==> config.mk <==
export PLATFORM = sky130hd
export DESIGN_NAME = free_list
export DESIGN_NICKNAME = d
export VERILOG_FILES = /design/src/rtl/free_list_pkg.sv /design/src/rtl/free_list.sv
export SDC_FILE = /design/constraint.sdc
export NUM_CORES = 1
export LEC_CHECK = 0
export CAP_MARGIN = 30
export CORE_MARGIN = 1.5
export CORE_UTILIZATION = 36
export CTS_CLUSTER_SIZE = 24
export DETAILED_ROUTE_END_ITERATION = 6
export PLACE_DENSITY_LB_ADDON = 0.05
export SLEW_MARGIN = 20
export SYNTH_ARGS = -nofsm -noshare
export SYNTH_HDL_FRONTEND = slang
export SYNTH_SLANG_ARGS = --single-unit
==> constraint.sdc <==
create_clock -name clock -period 4.45 [get_ports clock]
set_input_delay 0.6675 -clock clock [delete_from_list [all_inputs] [get_ports clock]]
set_output_delay 0.6675 -clock clock [all_outputs]
set_load 0.1 [all_outputs]
==> src/rtl/free_list_pkg.sv <==
//------------------------------------------------------------------------------
// free_list_pkg
//   Sizing constants and the popcount helper shared by the physical-tag
//   free list.
//   Revision: 1.0
//------------------------------------------------------------------------------
`default_nettype none

package free_list_pkg;

   localparam int ARCH_NUM = 32;
   localparam int PR_NUM   = 64;
   localparam int FL_SIZE  = PR_NUM - ARCH_NUM;
   localparam int PR       = $clog2(PR_NUM);
   localparam int IDX_W    = $clog2(FL_SIZE);
   localparam int PTR_W    = IDX_W + 1;
   localparam int CNT_W    = $clog2(FL_SIZE + 1);
   localparam int WAYS     = 3;

   function automatic logic [1:0] popcount3(input logic [2:0] v);
      return {1'b0, v[0]} + {1'b0, v[1]} + {1'b0, v[2]};
   endfunction

endpackage

`default_nettype wire

==> src/rtl/free_list.sv <==
//------------------------------------------------------------------------------
// free_list
//   Circular FIFO of free physical register tags: three-wide allocate at head,
//   three-wide retire at tail, and branch recovery back to the arch head.
//   Revision: 1.0
//------------------------------------------------------------------------------
`default_nettype none

module free_list
   import free_list_pkg::*;
(
   input  logic                     clock,
   input  logic                     reset,
   input  logic [WAYS-1:0]          dispatch_req,
   input  logic [WAYS-1:0]          retire_en,
   input  logic [WAYS-1:0][PR-1:0]  retire_told,
   input  logic                     BPRecoverEN,
   output logic [WAYS-1:0][PR-1:0]  maptable_new_pr,
   output logic [WAYS-1:0]          new_pr_valid,
   output logic [CNT_W-1:0]         free_num
`ifdef TEST_MODE
   ,
   output logic [FL_SIZE-1:0][PR-1:0] fl_array_disp,
   output logic [PTR_W-1:0]           head_disp,
   output logic [PTR_W-1:0]           tail_disp
`endif
);

   localparam int SUM_W = CNT_W + 1;

   logic [PR-1:0]    r_entry [FL_SIZE];
   logic [PTR_W-1:0] r_head;
   logic [PTR_W-1:0] r_tail;
   logic [PTR_W-1:0] r_arch_head;
   logic [1:0]       w_n_alloc;
   logic [1:0]       w_n_ret;

   // Outputs depend only on registered state, so freed tags never bypass.
   always_comb begin
      free_num = CNT_W'(r_tail - r_head);
      for (int i = 0; i < WAYS; i++) begin
         maptable_new_pr[i] = r_entry[r_head[IDX_W-1:0] + IDX_W'(i)];
         new_pr_valid[i]    = free_num > CNT_W'(i);
      end
      w_n_alloc = popcount3(dispatch_req & new_pr_valid);
      w_n_ret   = popcount3(retire_en);
   end

   always_ff @(posedge clock) begin
      if (reset) begin
         for (int i = 0; i < FL_SIZE; i++) begin
            r_entry[i] <= PR'(ARCH_NUM + i);
         end
         r_head      <= '0;
         r_arch_head <= '0;
         r_tail      <= PTR_W'(FL_SIZE);
      end else begin
         for (int i = 0; i < WAYS; i++) begin
            if (retire_en[i]) begin
               r_entry[r_tail[IDX_W-1:0] + IDX_W'(i)] <= retire_told[i];
            end
         end
         r_tail      <= r_tail + PTR_W'(w_n_ret);
         r_arch_head <= r_arch_head + PTR_W'(w_n_ret);
         // Recovery rewinds to the committed point, counting this edge's retires.
         if (BPRecoverEN) begin
            r_head <= r_arch_head + PTR_W'(w_n_ret);
         end else begin
            r_head <= r_head + PTR_W'(w_n_alloc);
         end
      end
   end

`ifdef TEST_MODE
   always_comb begin
      for (int i = 0; i < FL_SIZE; i++) begin
         fl_array_disp[i] = r_entry[i];
      end
      head_disp = r_head;
      tail_disp = r_tail;
   end
`endif

   // Retiring more tags than the list can hold would overwrite live entries.
   property p_no_overflow;
      @(posedge clock) disable iff (reset)
         !BPRecoverEN |->
            (SUM_W'(free_num) + SUM_W'(w_n_ret)) <= (SUM_W'(FL_SIZE) + SUM_W'(w_n_alloc));
   endproperty
   a_no_overflow: assert property (p_no_overflow);

endmodule

`default_nettype wire

==> results.md <==
* Fin Setup TNS at 0 ns
* Clock Latency Late Sink at 0.57 ns
* Initial antenna violation count at 5
* Die X at approximately 220 um
* Final min period at 4.224 ns
* Iter 0 DRT Violations at 3000
* I/O pins at 54
* Yosys cell types at between 90 and 100
* Startpoint Class: flop
* GRT overflow at 0
* Die ar. at between 40000 and 50000 um^2
* IO Port Bufs at between 50 and 60
* Post-synthesis register bit count at between 200 and 250
* Max Cap Viol at 0
* Rows at 78
* Cell-by-cell trace of the critical path: buf_4 -> ha_2 -> nand2_1 -> and2_1 -> a41oi_2 -> o22ai_1 -> a221oi_2 -> buf_4
* Fill cell count at 4432
* Slowest-stage cell, CP: buf_4
* Longest Clk Path Bufs at 3
* Critical path capture point type: primary output
* CTS Buf Count at 27
* Worst path most repeated cell: buf_4
* Layout cells sized above 1 at 0.2527
* Slew headroom at 0.2836
* Hold Violations, Final at 0
* H-tree lvl count at 1
* Leakage at 5.671 nW
* Most used DFF post-synth: edfxtp_1
* Fmax at between 200 and 250 MHz
* R2r setup slk at between 0.6 and 0.7 ns
* Top cells by count, synth: 192 x edfxtp_1, 156 x mux4_2, 142 x nor2_1
* Core ar. at approximately 46000 um^2
* Power per Cell Area at 527.2 nW/um^2
* EDFF count, synth at about 190
* Starting density of the core at 0.3670
* Fin Clk Skew at 0.02760 ns
* Number of diodes at 0
* RSZ-0062 raised after global routing: no
* Worst-path fanout max at 34
* Final hold slack at ~0.54 ns
* # clock sinks at 210
* Crit Path Category: reg2out
* Dpl cells at around 2100
* Cells on worst reg2reg path at 16
* Syn Inst Count at between 1500 and 2000
* Drt wl/cell at between 40 and 50 um
* Post-layout util at 0.4149
* VDD IR-drop max at 954.0 uV
* Routed vias at 15810
* Area growth from synthesis to layout at 13.06%
* Asr flop ratio synth at 0
* Area of the mapped netlist at 16760 um^2
* Gr usage total at 0.3637
* Non-Filler Instances at 2167
* Drc violations at 10
* Post-CTS setup buffer count at 0
* Worst hold start: r_tail[5]
* Reg-to-reg endpoint: r_head[5]
* Ys Warns at 0
* Slew Limit Fails at 0
* Ranking of synthesized cells by area: edfxtp_1 34%, mux4_2 21%, nor2_1 3.2%
* TritonCTS clock tree: yes
* Total wire length at between 80000 and 90000 um
* Post-CTS Resized at 0
* Status: finished with violations
* Syn avg cell area at about 11 um^2
* HPWL after detailed placement at between 60000 and 70000 um
* Worst Hold Class: reg2reg
* Nets at 1597
* Vias/cell at 7.294
* Post-Syn Nets at 1556
* RR Startpoint: r_tail[0]
* Vias in the first global route at 14740
* Sequential share of the synthesized area at 0.3655
* Worst-path clk slew at ~0.06 ns
* Placer congestion estimate at 1.026
* Clock root buffer: clkbuf_16
* Fin crit share at 0.9491
* Drt pass-1 iters at 7
* Final setup fails at 0
* Worst hold stages at 2
* Worst stage delay on the critical path at 0.47 ns
* CP required at 3.78 ns
* Final ANT Viol Nets at 0
* Failing checks: design-rule violations
* Hold EP: r_tail[5]
* Most frequent cell after synthesis: edfxtp_1
* Yosys top cell area share at 0.3440
* Arrival time at the worst endpoint at about 3.6 ns
* First-pass GRT wire length at 120100 um
* Cell taking the most area after synthesis: edfxtp_1
* Actual slew at the worst max-slew pin at 1.071 ns
* Hold_buf cts at 0
* Largest net degree at the start of global routing at 105
* Pwr Total at 9.990 mW
* Die H at ~220 um
-- metrics by stage --
stage          instance area [um^2]  worst slack, ns
3_5_place_dp                  18130           0.6866
4_1_cts                       18940           0.1075
5_1_grt                       18950          0.04217
3_3_place_gp                  18120           0.7107
6_report                      18950           0.2263
2_1_floorplan                 16800           0.1210
-- per-layer routing --
metal	wire length, um	global-route usage
met5	10	0
met4	5444	0.1712
met3	12050	0.1110
met2	35540	0.5220
met1	33850	0.4995
-- flip-flops by register name, summed over array words and instances, names as in the netlist --
signal and flops:
r_entry 192, r_arch_head 6, r_head 6, r_tail 6
-- cell type report --
cell class	instances	area, um^2	area share
Clock buffer	29	683.2	0.03605
Timing Repair Buffer	153	1265	0.06675
Sequential cell	210	6133	0.3237
Multi-Input combinational cell	1108	9808	0.5176
Tap cell	600	750.7	0.03962
Clock inverter	17	121.4	0.006405
Inverter	50	187.7	0.009904
-- worst max-delay path: cells and delay by family (launching register included) --
family,cells,cell delay (ns)
AO/OA/AOI/OAI,3,0.88
AND/OR/NAND/NOR,2,0.45
adder cells (fa/ha/maj),1,0.40
buffers and inverters,2,0.84
flip-flops,1,0.40
-- layout by cell type (no fill, tap or decap), drive strengths merged, types with 16 or more instances in the layout --
cell,instances
edfxtp,192
mux4,156
nor2,150
nand2,131
buf,129
nor3,60
a21oi,55
o21ai,53
o22ai,52
inv,47
a222oi,38
nand3,35
mux2i,30
clkbuf,29
a22oi,25
a221o,24
clkdlybuf4s50,24
a31oi,20
mux2,18
dfxtp,18
a221oi,18
nand2b,17
o32ai,17
clkinv,16
-- how the worst max path moves through the flow --
stage | start | endpoint | slack, ns | cells after the start
CTS | r_head[1] | maptable_new_pr[11] | 0.11 | 8
global route | r_head[1] | maptable_new_pr[11] | 0.04 | 8
detailed placement | r_tail[0] | r_head[5] | 0.69 | 16
finish | r_head[1] | maptable_new_pr[7] | 0.23 | 8
floorplan | r_head[1] | maptable_new_pr[14] | 0.12 | 7
global placement | r_tail[0] | r_head[5] | 0.71 | 16
-- kinds of logic after synthesis --
logic type,Yosys count,share of synthesized area
AND/OR/NAND/NOR,464,0.1321
AO/OA/AOI/OAI,399,0.1811
flip-flops,210,0.3655
multiplexers,204,0.2396
buffers and inverters,191,0.05315
XOR/XNOR,21,0.01097
adder cells (fa/ha/maj),20,0.01762
-- report_power, final --
group          total, mW  leakage, nW  switching [mW]  internal (mW)
sequential          2.38         1.75           0.105           2.27
clock               2.09        0.388           0.928           1.16
combinational       5.52         3.54            3.70           1.82
(Power assumes the default switching activity.)
